--- src/rtl/tc_sm_stream_pkg.sv ---
// tc_sm_stream_pkg: mode encodings and default widths for the sign-magnitude stream converter.
package tc_sm_stream_pkg;
  localparam logic MODE_TC2SM = 1'b0;
  localparam logic MODE_SM2TC = 1'b1;
  localparam int W_DEFAULT = 12;
  localparam int CW_DEFAULT = 8;
endpackage

--- src/rtl/tc_sm_stream_conv.sv ---
// sm_tc_conv: combinational two's complement <-> sign-magnitude converter.
module sm_tc_conv
  import tc_sm_stream_pkg::*;
#(
  parameter int W = W_DEFAULT
) (
  input  logic [W-1:0] data,
  input  logic         mode,
  output logic [W-1:0] result,
  output logic         flag
);
  logic         sign;
  logic [W-1:0] mag;
  logic [W-1:0] neg_mag;
  logic [W-2:0] neg_low;
  assign sign    = data[W-1];
  assign mag     = {1'b0, data[W-2:0]};
  assign neg_mag = (~mag) + W'(1);
  assign neg_low = (~data[W-2:0]) + (W-1)'(1);
  // Most-negative input (mode 0) and negative zero (mode 1) share the same bit pattern.
  assign flag    = sign && (data[W-2:0] == '0);
  always_comb begin
    result = !sign ? mag
           : (mode == MODE_TC2SM) ? (flag ? {W{1'b1}} : {1'b1, neg_low})
           : (flag ? {W{1'b0}} : neg_mag);
  end
endmodule

--- src/rtl/tc_sm_stream.sv ---
// tc_sm_stream: two-stage valid/ready pipeline converting between two's complement
// and sign-magnitude, with a saturating count of flagged results delivered.
module tc_sm_stream
  import tc_sm_stream_pkg::*;
#(
  parameter int W  = W_DEFAULT,
  parameter int CW = CW_DEFAULT
) (
  input  logic          clk,
  input  logic          rst_n,
  input  logic          in_valid,
  output logic          in_ready,
  input  logic [W-1:0]  in_data,
  input  logic          in_mode,
  output logic          out_valid,
  input  logic          out_ready,
  output logic [W-1:0]  out_data,
  output logic          out_flag,
  output logic [CW-1:0] sat_cnt
);
  logic         adv;
  logic         s1_valid;
  logic         s1_mode;
  logic [W-1:0] s1_data;
  logic [W-1:0] conv_data;
  logic         conv_flag;
  assign adv      = !out_valid || out_ready;
  assign in_ready = adv;
  sm_tc_conv #(.W(W)) u_conv (
    .data  (s1_data),
    .mode  (s1_mode),
    .result(conv_data),
    .flag  (conv_flag)
  );
  always_ff @(posedge clk or negedge rst_n) begin
    if (!rst_n) begin
      s1_valid  <= 1'b0;
      s1_mode   <= MODE_TC2SM;
      s1_data   <= '0;
      out_valid <= 1'b0;
      out_data  <= '0;
      out_flag  <= 1'b0;
      sat_cnt   <= '0;
    end else begin
      if (adv) begin
        s1_valid  <= in_valid;
        out_valid <= s1_valid;
        if (in_valid) begin
          s1_data <= in_data;
          s1_mode <= in_mode;
        end
        if (s1_valid) begin
          out_data <= conv_data;
          out_flag <= conv_flag;
        end
      end
      if (out_valid && out_ready && out_flag && sat_cnt != '1)
        sat_cnt <= sat_cnt + CW'(1);
    end
  end
endmodule

--- config.mk ---
export PLATFORM = sky130hd
export DESIGN_NAME = tc_sm_stream
export DESIGN_NICKNAME = d
export VERILOG_FILES = /design/src/rtl/tc_sm_stream_pkg.sv /design/src/rtl/tc_sm_stream_conv.sv /design/src/rtl/tc_sm_stream.sv
export SDC_FILE = /design/constraint.sdc
export NUM_CORES = 1
export LEC_CHECK = 0
export BUFFER_PORTS_ARGS = -buffer_cell sky130_fd_sc_hd__buf_2
export CORE_UTILIZATION = 42
export CTS_CLUSTER_SIZE = 24
export DETAILED_ROUTE_END_ITERATION = 8
export RECOVER_POWER = 50
export SETUP_SLACK_MARGIN = 0.3
export SYNTH_ARGS = -nofsm -noshare
export SYNTH_HDL_FRONTEND = slang
export SYNTH_HIERARCHICAL = 1
export SYNTH_SLANG_ARGS = --single-unit
--- constraint.sdc ---
create_clock -name clk -period 3.5 [get_ports clk]
set_input_delay 0.175 -clock clk [delete_from_list [all_inputs] [get_ports clk]]
set_output_delay 0.175 -clock clk [all_outputs]
set_load 0.03 [all_outputs]
==> impl_metrics.py <==
metrics = {
    "outcome": {
        "status": "finished with violations",
        "violations": "capacitance limit, slew limit",
    },
    "synth": {
        "synth_area_leaders": "dfrtp_1 (45%), mux2_4 (15%), mux2_2 (5.1%)",
        "synth_top_area_share_pct": 45.3,
        "synthArstFlopShare_pct": 100,
        "syn_area_um2": 1990,
        "synth_cells": 166,
        "yosys.area.top_type": "dfrtp_1",
        "synth_nets": 185,
        "yosysWarnings": 6,
        "synth_ff_type": "dfrtp_1",
        "ys_types": 45,
        "syn_avg_cell_area_um2": 12.0,
        "ys_seq_elements": 36,
        "synth-edff-count": 0,
        "yosysSeqAreaShare_pct": 45.3,
    },
    "grt": {
        "grt_pass1_wl_um": 6490,
        "grt-ovfl-total": 0,
        "grt_start_max_net_pins": 37,
        "grt_usage_pct": 17.1,
        "grt_pass1_vias": 1310,
        "grt_antenna_before_repair": 0,
    },
    "route": {
        "dr.first_iter.drc_count": 128,
        "drtAntennaViolNets": 0,
        "drcViolationCount": 0,
        "firstDrtPassIters": 6,
        "avgRoutedWirePerCell_um": 15.5,
        "vias_per_cell": 5.51,
        "num_vias": 1439,
        "wirelength_um": 4050,
    },
    "final_layout": {
        "fin_cells": 261,
        "synthToLayoutAreaGrowth_pct": 14.5,
        "drive_gt1_share_pct": 31.6,
        "fin_util_pct": 51.3,
        "nets": 227,
        "diodes": 0,
    },
    "sta": {
        "fin_skew_ns": 0.00411,
        "finalCritPeriodShare_pct": 71.5,
        "worst_pin_slew_ns": 1.88,
        "rsz0062_at_grt": "false",
        "min_period_ns": 2.50,
        "slew_violations": 37,
        "finalWorstSetupSlack_ns": 0.996,
        "finalHoldViolCount": 0,
        "final-setup-viol-count": 0,
        "max_slew_margin_pct": -25.4,
        "timing.setup.tns_ns": 0,
        "max_freq_mhz": 399,
    },
    "worst_setup_path": {
        "worst_r2r_path_depth": 8,
        "worst-path-max-fanout": 9,
        "startpoint_type": "register",
        "r2r_slack_ns": 1.0,
        "r2r_end": "out_data[1]",
        "end_kind": "register",
        "required_ns": 3.73,
        "worstReg2RegStart": "s1_data[0]",
        "path_class": "register to register",
        "arrival_ns": 2.74,
    },
    "power_and_ir_drop": {
        "seq_power_share_pct": 41.7,
        "combPwrFrac_pct": 33.3,
        "intPower_mw": 0.924,
        "p_per_area_nw_per_um2": 631,
        "p_sw_mw": 0.515,
        "peakVddDrop_uv": 189,
        "pwr-share-clk_pct": 24.9,
        "swShare_pct": 35.8,
        "total_leakage_power_nw": 1.04,
    },
    "clocking": {
        "h-tree-depth": 2,
        "cts.path.max_buffers": 2,
        "clock_latency_ns": 0.29,
        "cts_setup_buffers": 0,
        "cts_tree": "built",
        "cts_buffers": 5,
        "clk_pin_slew_ns": 0.07,
        "cts_root_buf": "clkbuf_8",
        "cts_num_sinks": 36,
        "postCtsResizedCells": 0,
    },
    "placement": {
        "finalWeightedCongestion": 0.916,
        "place_ws_ns": 1.05,
        "placed_cells": 252,
        "io_buffers": 39,
        "place_hpwl_um": 2960,
    },
    "floorplanning": {
        "placementRows": 24,
        "core_um2": 4440,
        "design.die.area_um2": 5020,
        "die_width_um": 70.8,
        "initial_core_util_pct": 44.8,
        "die_y_um": 70.8,
        "num_io_pins": 40,
    },
    "min_path": {
        "min_from": "in_data[8]",
        "hold_class": "input pin to register",
        "hold_end": "s1_data[8]",
        "worstHoldPathCells": 2,
    },
    "flow_run": {
        "drv_cap": 1,
    },
}
through the flow:
step | instance area, um2 | hold WS, ns | total power, mW
after floorplan | 1990 | -0.121 | 0.969
final | 2280 | 0.110 | 1.44
after global placement | 2200 | 0.291 | 1.09
after global routing | 2280 | 0.104 | 1.52
after detailed placement | 2200 | 0.304 | 1.11
after CTS | 2320 | 0.102 | 1.47
final cells by class:
cell class | instances | area (um2)
Clock inverter | 2 | 35.0
Fill cell | 416 | 2170
Sequential cell | 36 | 901
Inverter | 8 | 31.3
Clock buffer | 6 | 72.6
Timing Repair Buffer | 40 | 181
Multi-Input combinational cell | 117 | 992
Tap cell | 52 | 65.1
cell usage after synthesis (all sizes together), types with 2 or more instances:
master	instances
and3	2
dfrtp	36
buf	4
a31oi	4
a21oi	4
or3	3
and4	3
a2bb2oi	3
mux2i	3
ha	2
o21a	2
nand2b	2
inv	7
o31ai	5
o21ai	14
mux2	30
nor2	5
nand4	2
nand2	16
or4	3
nor3	4
nand3	2
power groups by stage:
stage	clock (mW)	sequential [mW]	combinational [mW]
global route	0.392	0.616	0.510
detailed placement	0	0.609	0.502
global placement	0	0.599	0.492
floorplan	0	0.719	0.251
finish	0.359	0.600	0.479
CTS	0.369	0.600	0.503
worst max path at each step:
stage,to,cells after the start,startpoint,slack [ns]
global placement,out_data[3],7,s1_data[0],1.11
detailed placement,out_data[3],7,s1_data[0],1.05
CTS,out_data[1],8,s1_data[0],1.03
floorplan,out_data[10],9,s1_data[0],1.16
global route,out_data[7],7,s1_data[0],0.89
finish,out_data[1],8,s1_data[0],1.0
layer usage:
layer,GRT usage (%),part of all wire [%]
met2,26.2,47
met4,8.00,1.9
met3,2.99,3.6
met5,0,0
met1,23.7,47
sequential cells by signal (all words and copies together), names as in the netlist:
signal     flops
out_data      12
s1_data       12
sat_cnt        8
out_flag       1
out_valid      1
s1_mode        1
s1_valid       1
cells in the final DEF (no fill, tap or decap), types with 4 or more instances in the layout:
cell | synthesis | layout
nor3_1 | 4 | 4
nand2_1 | 14 | 15
dfrtp_1 | 36 | 36
mux2_2 | 9 | 9
clkbuf_1 | 1 | 20
buf_2 | 1 | 20
o21ai_0 | 7 | 7
o21ai_1 | 7 | 7
clkbuf_8 | 0 | 5
o31ai_1 | 4 | 4
mux2_4 | 20 | 20
a21oi_1 | 4 | 4
inv_1 | 6 | 6
nor2_1 | 5 | 5
a31oi_1 | 4 | 4
logic make-up after synthesis:
group                    count (synthesis)  synth area share (%)
AND/OR/NAND/NOR                         45                  13.6
AO/OA/AOI/OAI                           36                  13.0
flip-flops                              36                  45.3
multiplexers                            33                  22.3
buffers and inverters                   13                  4.15
adder cells (fa/ha/maj)                  2                  1.26
XOR/XNOR                                 1                 0.440
worst max-delay path, cell delays in order (launching register included):
cell and delay [ns]:
dfrtp_1 0.40, inv_1 0.11, ha_1 0.21, or4b_1 0.56, or4_4 0.53, clkinv_2 0.11, nand2_1 0.09, a31oi_1 0.25
mux2_4 0.19
what timing repair did:
item / 4_1_cts / 5_1_grt
endpoints found under the setup margin: 0 / 0
hold buffers: 1 / 0
hold endpoints to repair: 36 / 0
Note: power is estimated with default switching activity, not from simulation.
